===== src/rtl/ntsc_sync_gen.sv =====
// ntsc_sync_gen: NTSC raster/subcarrier timing for the S2 encoder; define NTSC_SYNC_INTERLACE_EN for 262/263-line interlace
module ntsc_sync_gen #(
  parameter int H_TOTAL      = 910,
  parameter int H_SYNC       = 67,
  parameter int H_DISP_START = 160,
  parameter int H_DISP_LEN   = 640,
  parameter int V_TOTAL      = 262,
  parameter int V_SYNC       = 3,
  parameter int V_DISP_START = 40,
  parameter int V_DISP_LEN   = 200,
  parameter int PIX_DIV      = 2
) (
  input  logic       I_CLK,
  input  logic       I_RESET,
  input  logic       I_EN,
  output logic [1:0] O_SC,
  output logic       O_ICLK_EN,
  output logic       O_HSYNC,
  output logic       O_VSYNC,
  output logic       O_DISP,
  output logic       O_FSTART,
  output logic [9:0] O_HCNT,
  output logic [8:0] O_VCNT,
  output logic       O_FIELD
);
  localparam int PW = (PIX_DIV > 1) ? $clog2(PIX_DIV) : 1;
  logic [9:0]    hcnt;
  logic [8:0]    vcnt;
  logic [1:0]    sc;
  logic [PW-1:0] pcnt;
  logic          field;
  logic [31:0]   h, v;
  logic          h_last, v_last, vs;
  assign h      = 32'(hcnt);
  assign v      = 32'(vcnt);
  assign h_last = h == 32'(H_TOTAL - 1);
`ifdef NTSC_SYNC_INTERLACE_EN
  assign v_last = v == 32'(V_TOTAL - 1) + 32'(field);
  assign vs     = field ? ((v == 32'd0 && h >= 32'(H_TOTAL / 2)) || (v != 32'd0 && v < 32'(V_SYNC)) ||
                           (v == 32'(V_SYNC) && h < 32'(H_TOTAL / 2)))
                        : v < 32'(V_SYNC);
  // field flips together with the vcnt wrap so the next field starts with its own line total
  always_ff @(posedge I_CLK or posedge I_RESET)
    if (I_RESET) field <= 1'b0;
    else if (I_EN && h_last && v_last) field <= ~field;
`else
  assign v_last = v == 32'(V_TOTAL - 1);
  assign vs     = v < 32'(V_SYNC);
  assign field  = 1'b0;
`endif
  assign O_SC    = sc;
  assign O_HCNT  = hcnt;
  assign O_VCNT  = vcnt;
  assign O_FIELD = field;
  // subcarrier phase runs freely so colour phase never depends on the raster enable
  always_ff @(posedge I_CLK or posedge I_RESET)
    if (I_RESET) sc <= '0;
    else sc <= sc + 2'd1;
  // raster and pixel counters advance only while enabled; pixel phase restarts each line
  always_ff @(posedge I_CLK or posedge I_RESET)
    if (I_RESET) begin
      hcnt <= '0;
      vcnt <= '0;
      pcnt <= '0;
    end else if (I_EN) begin
      hcnt <= h_last ? '0 : hcnt + 10'd1;
      if (h_last) vcnt <= v_last ? '0 : vcnt + 9'd1;
      pcnt <= (pcnt == PW'(PIX_DIV - 1) || h_last) ? '0 : pcnt + PW'(1);
    end
  // registered decodes of the pre-edge counts, one clock behind O_HCNT/O_VCNT
  always_ff @(posedge I_CLK or posedge I_RESET)
    if (I_RESET) begin
      O_HSYNC   <= 1'b0;
      O_VSYNC   <= 1'b0;
      O_DISP    <= 1'b0;
      O_ICLK_EN <= 1'b0;
      O_FSTART  <= 1'b0;
    end else begin
      O_HSYNC   <= h < 32'(H_SYNC);
      O_VSYNC   <= vs;
      O_DISP    <= h >= 32'(H_DISP_START) && h < 32'(H_DISP_START + H_DISP_LEN) &&
                   v >= 32'(V_DISP_START) && v < 32'(V_DISP_START + V_DISP_LEN);
      O_ICLK_EN <= I_EN && pcnt == PW'(PIX_DIV - 1);
      O_FSTART  <= I_EN && hcnt == 10'd0 && vcnt == 9'd0;
    end
endmodule

===== config.mk =====
export PLATFORM = sky130hd
export DESIGN_NAME = ntsc_sync_gen
export DESIGN_NICKNAME = d
export VERILOG_FILES = /design/src/rtl/ntsc_sync_gen.sv
export SDC_FILE = /design/constraint.sdc
export NUM_CORES = 1
export LEC_CHECK = 0
export CORE_ASPECT_RATIO = 1.4
export CORE_MARGIN = 4
export CORE_UTILIZATION = 50
export DETAILED_ROUTE_END_ITERATION = 8
export PLACE_DENSITY_LB_ADDON = 0.15
export REMOVE_ABC_BUFFERS = 1
export SLEW_MARGIN = 5
export SYNTH_ARGS = -nofsm -noshare
export SYNTH_HDL_FRONTEND = slang
export SYNTH_SLANG_ARGS = --single-unit

===== constraint.sdc =====
create_clock -name I_CLK -period 3.25 [get_ports I_CLK]
set_clock_uncertainty 0.15 [all_clocks]
set_input_delay 0.4875 -clock I_CLK [delete_from_list [all_inputs] [get_ports I_CLK]]
set_output_delay 0.4875 -clock I_CLK [all_outputs]
set_load 0.01 [all_outputs]

* Yosys cells after proc, flatten, opt, wreduce, memory -nomap -nowiden *
Index checks and enable logic that the tools add are counted.

word-level totals
  word-level logic and storage cells = 34
  input port bits = 3
  register bits after elaboration = 27

operators by class
  muxes and demuxes = 3
  eq/ne operators = 2
  add/subtract/negate cells = 4
  reduce and logical (&&, ||, !) cells = 10
  order comparisons = 6

operators by type and width
  operator                                                             number
  adder 10 x 1 -> 10 bit (second input constant)                       1
  equality test 10 bit (second input constant)                         1
  greater-or-equal comparator 10 x 8 -> 1 bit (second input constant)  1
  zero test 10 bit                                                     1
  less-than comparator 10 bit (second input constant)                  1
  less-than comparator 10 x 7 -> 1 bit (second input constant)         1
  2-to-1 mux 10 bit                                                    1
  adder 9 x 1 -> 9 bit (second input constant)                         1
  equality test 9 bit (second input constant)                          1
  greater-or-equal comparator 9 x 6 -> 1 bit (second input constant)   1
  zero test 9 bit                                                      1
  less-than comparator 9 x 2 -> 1 bit (second input constant)          1
  less-than comparator 9 x 8 -> 1 bit (second input constant)          1
  2-to-1 mux 9 bit                                                     1
  logical AND 1 bit                                                    6
  adder 2 x 1 -> 2 bit (second input constant)                         1
  AND reduction 2 bit                                                  1
  adder 1 bit (second input constant)                                  1
  logical OR 1 bit                                                     1
  2-to-1 mux 1 bit                                                     1

* Longest topological paths before layout *
Gate-level depths: netlist of run 1.

  word-level depth = 4
  depth in mapped cells = 6

* Worst setup path before layout of run 1 *
Ideal clock, no wire load.

  path type = register -> register
  start = register hcnt[1], in the netlist O_HCNT[1]
  end = register vcnt[3], in the netlist O_VCNT[3]
  arrival time = 1.671 ns
  path slack = 1.298 ns
  path buffers = 0
  clock period less this slack = 1.952 ns
  cell stages (with the launch flop) = 7
  library setup time = 0.131 ns
  required time = 2.969 ns
  path through = dfrtp_1 > inv_1 > ha_1 > nand4_1 > or3_4 > o21ai_1 > o31ai_1

on the way
  cells in the longest elaborated chain, start to end = 2

RTL lines
  element                        line  source
  from (decl)                    27    logic [9:0] hcnt;
  from (signal assigned)         66    hcnt <= h_last ? '0 : hcnt + 10'd1;
  equality test 10 bit           36    assign h_last = h == 32'(H_TOTAL - 1);
  AND reduction 2 bit (no line)  n/a
  to (signal assigned)           67    if (h_last) vcnt <= v_last ? '0 : vcnt + 9'd1;
  to (decl)                      28    logic [8:0] vcnt;

Every way passes these cells.
A chain may end at the register's enable or synchronous reset.

* Worst setup path after layout of run 1 *
  start = register hcnt[1], in the netlist O_HCNT[1]
  end = register vcnt[7], in the netlist O_VCNT[7]

Same word-level chain as after synthesis.

==> results.yml, run 1 <==
power:
  powerDensity_nw_per_um2: 472
  peakVddDrop_uv: 448
  power.leakage_nw: 0.720
clock_network:
  cts_buffer_depth: 2
  cts_tree: "built"
  cts_setup_buffers: 0
  post_cts_resized: 0
  cts.reportedPaths.clkPinSlew_ns: 0.15
  cts_made_buffers: 3
  hold_buffers: 0
  clk-insertion-delay-late_ns: 0.33
  root_buffer: "clkbuf_4"
  cts_sinks: 27
  cts_max_level: 1
setup_path:
  rr_startpoint: "O_HCNT[1]"
  max_stage_delay_ns: 0.51
  cp_max_fo: 6
  endpoint_kind: "flip-flop"
  worst_r2r_endpoint: "O_VCNT[7]"
  r2r_cells: 6
  crit_type: "reg2reg"
  critical_path_required_ns: 3.34
  cp_data_arrival_time_ns: 2.24
  crit_chain: "inv_1, ha_1, nand4_1, nor4_1, nand2_1, xnor2_1"
  startpoint_type: "flip-flop"
  rrSetupSlack_ns: 1.10
  cpMaxStageDelayCell: "nor4_1"
hold_path:
  hold_end: "O_SC[0]"
  min_from: "O_SC[0]"
  min_path_cells: 1
  min_path_type: "reg2reg"
global_route:
  antenna_found_initial: 0
  track_usage: 0.184
  grt_overflow: 0
  first_global_vias: 1112
  grt_max_degree: 28
  grt_pass1_wl_um: 5290
final_layout:
  syn2layout_area_growth_pct: 22.3
  instances_no_fill: 202
  fill_cells: 249
  fin_nets: 176
  drive_above_1_share: 0.0843
  postLayoutCellArea_um2: 1730
  final_util: 0.649
  num_antenna_cells: 0
yosys:
  synth_ff_type: "dfrtp_1"
  syn_area_um2: 1420
  synth_cell_types: 40
  synth-seq-cells: 27
  ys_seq_area_frac: 0.477
  syn-instance-count: 139
  async_flop_share: 1.00
  yosys_warnings: 0
  synth.avg_cell_area_um2: 10.2
  synth_edf_count: 0
floorplanning:
  num_rows: 22
  die_h_um: 71.0
  ioPinCount: 30
  design.core.area_um2: 2670
  die_x_um: 53.0
  start_util: 0.530
  dieArea_um2: 3760
place:
  io_buffers: 28
  dpl_worst_slack_ns: 0.903
  place_congestion: 0.839
  dp_cells: 198
  dpl_cell_area_um2: 1700
  hpwlAfterDp_um: 2310
route:
  drc: 0
  routed_via_density: 5.66
  firstDrtPassIters: 4
  drt_iter0_drc: 40
  routed_wl_um: 3080
  ant_nets: 0
  dr_total_vias: 1144
  wire_per_inst_um: 15.2
sta:
  fmax_mhz: 465
  tns_ns: 0
  rsz0062_at_grt: "no"
  finalSetupViolCount: 0
  slew_violations: 0
  finalHoldViolCount: 0
  post-route-worst-setup-slack_ns: 1.10
  fin_crit_ns: 2.15
  finalCritPeriodShare: 0.662
  max_slew.worst_pin.slew_ns: 0.984
  relSlewSlack: 0.344
status:
  outcome: "finished clean"
job:
  max-cap-violations: 0
-- Yosys cell counts, drive strengths merged (4+ instances only) --
cell type / instances / area, um^2
nand3: 7 / 35.0
nand4: 5 / 31.3
nor3: 4 / 42.5
o21ai: 10 / 50.1
nor2: 7 / 26.3
inv: 7 / 26.3
buf: 4 / 37.5
nor4: 5 / 46.3
ha: 6 / 75.1
nand2: 17 / 63.8
xnor2: 5 / 43.8
dfrtp: 27 / 676
or3: 5 / 41.3
-- critical path: cells and delay by family (launching register included) --
kind | cells | cell delay (ns)
xor+xnor | 1 | 0.14
flops | 1 | 0.47
buf+inv | 1 | 0.12
simple gates | 3 | 1.00
fa+ha+maj | 1 | 0.16
-- cells in the final DEF, fill, tap and decap left out, types with 5 or more instances in the layout --
cell	netlist	final
nor2_1	7	7
nand3_1	7	7
inv_1	7	7
ha_1	6	6
nand2_1	17	17
o21ai_0	6	6
dfrtp_1	27	27
xnor2_1	5	5
nand4_1	5	5
clkdlybuf4s50_1	0	28
-- power by group --
part           switching (W)  internal, W
Clock               0.000102    0.0000472
Sequential         0.0000692     0.000373
Combinational       0.000114     0.000112
-- cells by family after synthesis --
family | Yosys count | synth area share
flip-flops | 27 | 0.477
adder cells (fa/ha/maj) | 6 | 0.0530
AO/OA/AOI/OAI | 26 | 0.115
multiplexers | 2 | 0.0150
XOR/XNOR | 8 | 0.0495
buffers and inverters | 13 | 0.0512
other | 1 | 0.00265
AND/OR/NAND/NOR | 56 | 0.237
-- flip-flops by register name (all words and copies together) (netlist names) --
signal,count
O_ICLK_EN,1
O_HSYNC,1
O_FSTART,1
O_HCNT,10
O_VSYNC,1
O_DISP,1
pcnt,1
O_VCNT,9
O_SC,2
-- per-layer routing --
layer / wire (um) / track usage
met5: 0 / 0
met4: 48 / 0.0682
met3: 92 / 0.0232
met2: 1640 / 0.319
met1: 1290 / 0.226
-- metrics by stage --
step | total power (W) | hold WS [ns]
after detailed placement | 0.000672 | 0.306
after global placement | 0.000660 | 0.295
after floorplan | 0.000563 | 0.327
after global routing | 0.000866 | 0.357
after CTS | 0.000822 | 0.326
final | 0.000818 | 0.322
-- worst max path at each step --
stage	cells past startpoint	endpoint	slack, ns	start
final	6	O_VCNT[7]	1.10	O_HCNT[1]
after global routing	6	O_VCNT[7]	0.95	O_HCNT[1]
after CTS	6	O_VCNT[7]	1.11	O_HCNT[1]
after detailed placement	5	O_VCNT[3]	0.90	I_EN
after global placement	5	O_VCNT[3]	0.95	I_EN
after floorplan	6	O_VCNT[3]	1.30	O_HCNT[1]
-- final cells by class --
class,count,area (um^2),share of cell area
Clock buffer,3,22.5,0.0130
Clock inverter,1,7.51,0.00433
Inverter,7,26.3,0.0152
Multi-Input combinational cell,99,668,0.386
Sequential cell,27,676,0.390
Tap cell,36,45.0,0.0260
Timing Repair Buffer,29,288,0.166
Power figures use the tool's default switching activity.
==> run 2: changes to the inputs <==
--- a/config.mk
+++ b/config.mk
@@ -7,7 +7,7 @@
 export LEC_CHECK = 0
 export CORE_ASPECT_RATIO = 1.4
 export CORE_MARGIN = 4
-export CORE_UTILIZATION = 50
+export CORE_UTILIZATION = 45
 export DETAILED_ROUTE_END_ITERATION = 8
 export PLACE_DENSITY_LB_ADDON = 0.15
 export REMOVE_ABC_BUFFERS = 1
==> constraint.sdc (replaced) <==
create_clock -name I_CLK -period 1.8 [get_ports I_CLK]
set_clock_uncertainty 0.15 [all_clocks]
set_input_delay 0.27 -clock I_CLK [delete_from_list [all_inputs] [get_ports I_CLK]]
set_output_delay 0.27 -clock I_CLK [all_outputs]
set_load 0.01 [all_outputs]
==> run 2 against run 1 <==
  * Final cell count grew 13%
  * Register-to-register slack lost 1.1 ns
  * Global-route usage grew 0.098 points
  * Critical path type is now reg2out
  * Sequential power grew 67%
==> results.yml, run 2 (synthesis gave the netlist of run 1 again) <==
final_layout:
  mostFrequentLayoutCells: "buf_4, dfrtp_1, clkdlybuf4s50_1, nand2_1"
  fin_nets: 201
  num_antenna_cells: 0
  largest_reg_flops: 10
  final_common_cell: "buf_4"
  drive_above_1_share: 0.267
  instances_no_fill: 228
  fill_cells: 234
  final_util: 0.685
  syn2layout_area_growth_pct: 42.0
global_route:
  antenna_found_initial: 0
  track_usage: 0.185
  grt_max_degree: 28
  grt_pass1_wl_um: 6020
  first_global_vias: 1245
  grt_overflow: 0
place:
  dpl_worst_slack_ns: -0.124
  dp_cells: 220
  place_congestion: 0.911
  hpwlAfterDp_um: 2530
  io_buffers: 28
power:
  power.leakage_nw: 0.975
  peakVddDrop_uv: 695
  powerDensity_nw_per_um2: 846
setup_path:
  cp_data_arrival_time_ns: 1.34
  crit_buf_inv: 2
  r2r_cells: 7
  rr_startpoint: "O_HCNT[1]"
  startpoint_type: "flip-flop"
  crit_family: "buffers and inverters"
  cpMaxStageDelayCell: "clkdlybuf4s50_1"
  critical_path_required_ns: 1.38
  worst_r2r_endpoint: "O_VCNT[3]"
  crit_chain: "buf_4, clkdlybuf4s50_1"
  rrSetupSlack_ns: 0.05
  max_stage_delay_ns: 0.55
  crit_type: "reg2out"
  cp_max_fo: 7
  endpoint_kind: "primary output"
clock_network:
  root_buffer: "clkbuf_8"
  cts_max_level: 1
  cts_made_buffers: 3
  cts_buffer_depth: 2
  hold_buffers: 0
  cts_tree: "built"
  cts_sinks: 27
  clk-insertion-delay-late_ns: 0.28
  cts.reportedPaths.clkPinSlew_ns: 0.09
sta:
  tns_ns: 0
  post-route-worst-setup-slack_ns: 0.0420
  fmax_mhz: 569
  fin_crit_ns: 1.76
  finalSetupViolCount: 0
  finalCritPeriodShare: 0.977
  rsz0062_at_grt: "yes"
  finalHoldViolCount: 0
  slew_violations: 0
floorplanning:
  die_h_um: 74.4
  die_x_um: 55.4
  design.core.area_um2: 2940
  dieArea_um2: 4120
  num_rows: 23
  ioPinCount: 30
  start_util: 0.483
route:
  routed_wl_um: 3460
  drt_iter0_drc: 62
  wire_per_inst_um: 15.2
  ant_nets: 0
  dr_total_vias: 1254
  routed_via_density: 5.50
  drc: 0
  firstDrtPassIters: 4
status:
  outcome: "finished clean"
hold_path:
  min_path_type: "in2async"
job:
  max-cap-violations: 0
[run 2: cell count changes in the layout (fill, tap and decap cells not counted), sizes merged]
cell           before  now
buf                 1   26
clkinvlp            1    0
clkdlybuf4s50      28   21
clkbuf              3    4
dlymetal6s2s        0    7
[run 2: area by class of cell]
cell class                      count  area [um^2]  share of cell area
Clock buffer                        4         45.0              0.0224
Inverter                            7         26.3              0.0131
Multi-Input combinational cell     99          713               0.355
Sequential cell                    27          683               0.340
Tap cell                           37         46.3              0.0230
Timing Repair Buffer               54          497               0.247
[run 2: how the worst max path moves through the flow]
stage	start	endpoint	slack, ns	depth (start not counted)
after floorplan	O_HCNT[1]	O_VCNT[3]	-0.15	6
after detailed placement	I_EN	O_VCNT[5]	-0.12	6
final	O_HCNT[8]	O_HCNT[8]	0.04	2
after CTS	O_VCNT[0]	O_VCNT[0]	0.0003	1
after global routing	O_HCNT[1]	O_VCNT[3]	-0.02	7
after global placement	I_EN	O_VCNT[5]	-0.06	6
[run 2: per-layer routing]
metal | up-vias | share of wire | GRT usage | wire, um
met2 | 39 | 0.52 | 0.324 | 1820
met5 | - | 0 | 0 | 0
met4 | 0 | 0.029 | 0.0838 | 99
li1 | 594 | - | - | -
met1 | 610 | 0.41 | 0.227 | 1420
met3 | 11 | 0.037 | 0.0260 | 129
[run 2: power by group]
part | internal [W] | switching, W | total [W]
Combinational | 0.000301 | 0.000302 | 0.000603
Clock | 0.000159 | 0.000199 | 0.000358
Sequential | 0.000677 | 0.0000626 | 0.000740
[run 2: what timing repair did]
item,CTS,global route
pin swaps,0,6
resized for setup,3,22
setup buffers,1,3
setup endpoints to repair,4,23
[run 2: worst min-delay path: stages]
cell,delay (ns)
clkdlybuf4s50_1,0.40
inv_1,0.05
buf_4,0.32
[run 2: stage by stage]
stage / cell area, um^2 / hold slack [ns] / total power [W]
finish: 2010 / 0.194 / 0.00170
global route: 2010 / 0.246 / 0.00181
CTS: 1930 / 0.214 / 0.00168
detailed placement: 1860 / 0.308 / 0.00131
global placement: 1860 / 0.296 / 0.00130
floorplan: 1370 / 0.173 / 0.00102
==> run 3: changes to the inputs <==
--- a/config.mk
+++ b/config.mk
@@ -5,11 +5,12 @@
 export SDC_FILE = /design/constraint.sdc
 export NUM_CORES = 1
 export LEC_CHECK = 0
-export CORE_ASPECT_RATIO = 1.4
+export CORE_ASPECT_RATIO = 1.2
 export CORE_MARGIN = 4
 export CORE_UTILIZATION = 45
 export DETAILED_ROUTE_END_ITERATION = 8
 export PLACE_DENSITY_LB_ADDON = 0.15
+export RECOVER_POWER = 100
 export REMOVE_ABC_BUFFERS = 1
 export SLEW_MARGIN = 5
 export SYNTH_ARGS = -nofsm -noshare
==> run 3 against run 2 <==
  * Critical path depth increased by 5
  * Core utilization decreased by 1.9 points
  * Register-to-register slack about the same
  * Design area increased by 1.2%
  * First-iteration DRC count decreased by 26%
  * Sequential power about the same
  * Worst hold slack improved by 0.12 ns
  * Via count increased by 3.2%
  * Critical path type is now reg2reg
  * Largest cell class unchanged
==> results.yml, run 3 (synthesis gave the netlist of run 1 again) <==
route:
  routed_via_density: 5.46
  drt_iter0_drc: 46
  topRoutingLayerUsed: "met4"
  wl_met1_um: 1550
  dr_total_vias: 1294
  routed_wl_um: 3590
  drc: 0
  dr_wl_met2_um: 1820
  wire_per_inst_um: 15.2
  firstDrtPassIters: 4
  ant_nets: 0
  met3_length_um: 189
clock_network:
  cts_buffer_depth: 2
  clk-insertion-delay-late_ns: 0.33
  cts_made_buffers: 3
  cts_max_level: 1
  cts_tree: "built"
  cts_sinks: 27
  root_buffer: "clkbuf_4"
  cts.reportedPaths.clkPinSlew_ns: 0.14
setup_path:
  critical_path_required_ns: 1.88
  crit_type: "reg2reg"
  endpoint_kind: "flip-flop"
  crit_family: "simple AND/OR/NAND/NOR gates"
  cp_max_fo: 5
  max_stage_delay_ns: 0.42
  startpoint_type: "flip-flop"
  crit_chain: "inv_2, ha_4, nand4_1, buf_6, or3_4, o21ai_2, o31ai_1"
  crit_buf_inv: 2
  cp_data_arrival_time_ns: 1.84
  cpMaxStageDelayCell: "dfrtp_1"
power:
  comb_power_share: 0.364
  power.leakage_nw: 0.954
  pwr-share-seq: 0.467
  peakVddDrop_uv: 644
  switching_share: 0.339
  p_int_w: 0.00105
  switchingPower_w: 0.000539
  powerDensity_nw_per_um2: 780
  p_clk_frac: 0.169
global_route:
  first_global_vias: 1249
  grt_pass1_wl_um: 5710
  grt_max_degree: 28
  grt_overflow: 0
  antenna_found_initial: 0
  track_usage: 0.177
place:
  hpwlAfterDp_um: 2480
  io_buffers: 28
  place_congestion: 0.874
floorplanning:
  dieArea_um2: 4110
  ioPinCount: 30
  start_util: 0.464
  num_rows: 22
  design.core.area_um2: 3060
  die_h_um: 69.5
  die_x_um: 59.2
sta:
  relSlewSlack: 0.539
  fmax_mhz: 570
  finalHoldViolCount: 0
  finalSetupViolCount: 0
  hold-worst-slack_ns: 0.317
  max_slew.worst_pin.slew_ns: 0.692
  fin_crit_ns: 1.75
  slew_violations: 0
  rsz0062_at_grt: "yes"
  finalCritPeriodShare: 0.974
job:
  max-cap-violations: 0
final_layout:
  final_common_cell: "buf_4"
  mostFrequentLayoutCells: "buf_4, nand2_1, dfrtp_1, clkdlybuf4s50_1, dfrtp_2"
  fin_nets: 211
  final_util: 0.666
  largest_reg_flops: 10
  num_antenna_cells: 0
  syn2layout_area_growth_pct: 43.6
  drive_above_1_share: 0.313
  fill_cells: 264
status:
  outcome: "finished clean"
hold_path:
  min_path_type: "reg2reg"
## run 3: stage by stage
step	power, W	TNS, ns	instance area [um^2]	instances	setup WS (ns)
6_report	0.00159	0	2030	237	0.0466
5_1_grt	0.00169	-0.0465	2030	237	-0.0247
4_1_cts	0.00155	0	1890	222	0.00129
3_5_place_dp	0.00129	-0.350	1840	216	-0.118
3_3_place_gp	0.00128	-0.0479	1840	216	-0.0137
2_1_floorplan	0.00102	-0.817	1370	133	-0.152
## run 3: final timing paths
kind | from | endpoint | slack, ns | depth (start not counted)
worst max-delay path | O_HCNT[1] | O_VCNT[3] | 0.05 | 7
worst min-delay path | O_SC[0] | O_SC[0] | 0.32 | 1
worst max register to register | O_HCNT[1] | O_VCNT[3] | 0.05 | 7
worst min register to register | O_SC[0] | O_SC[0] | 0.32 | 1
max in group asynchronous | I_RESET | O_VCNT[5] | 0.63 | 3
min in group asynchronous | I_RESET | O_HCNT[8] | 0.39 | 3
## run 3: cell type report
| class | count | area [um^2] | share of cell area |
|---|---|---|---|
| multi-input cells | 99 | 694 | 0.341 |
| flip-flops and latches | 27 | 689 | 0.339 |
| repair buffers | 64 | 553 | 0.272 |
| well taps | 36 | 45.0 | 0.0221 |
| clock buffers | 4 | 26.3 | 0.0129 |
| inverters | 7 | 26.3 | 0.0129 |
## run 3: layer usage
| layer | track usage | up-vias |
|---|---|---|
| met5 | 0 | - |
| met4 | 0.0579 | 0 |
| met3 | 0.0428 | 5 |
| met2 | 0.290 | 43 |
| met1 | 0.223 | 628 |
| li1 | - | 618 |
## run 3: power groups by stage
| stage | Sequential (W) | Clock [W] | Combinational [W] |
|---|---|---|---|
| after floorplan | 0.000805 | 0 | 0.000212 |
| after global placement | 0.000757 | 0 | 0.000521 |
| after detailed placement | 0.000758 | 0 | 0.000530 |
| after CTS | 0.000751 | 0.000285 | 0.000515 |
| after global routing | 0.000750 | 0.000305 | 0.000630 |
| final | 0.000741 | 0.000268 | 0.000579 |
## run 3: repair_timing
action / CTS / global route
pin swaps: 1 / 6
setup buffers: 2 / 15
hold buffers: 0 / 0
resized for setup: 19 / 11
endpoints found under the setup margin: 22 / 23
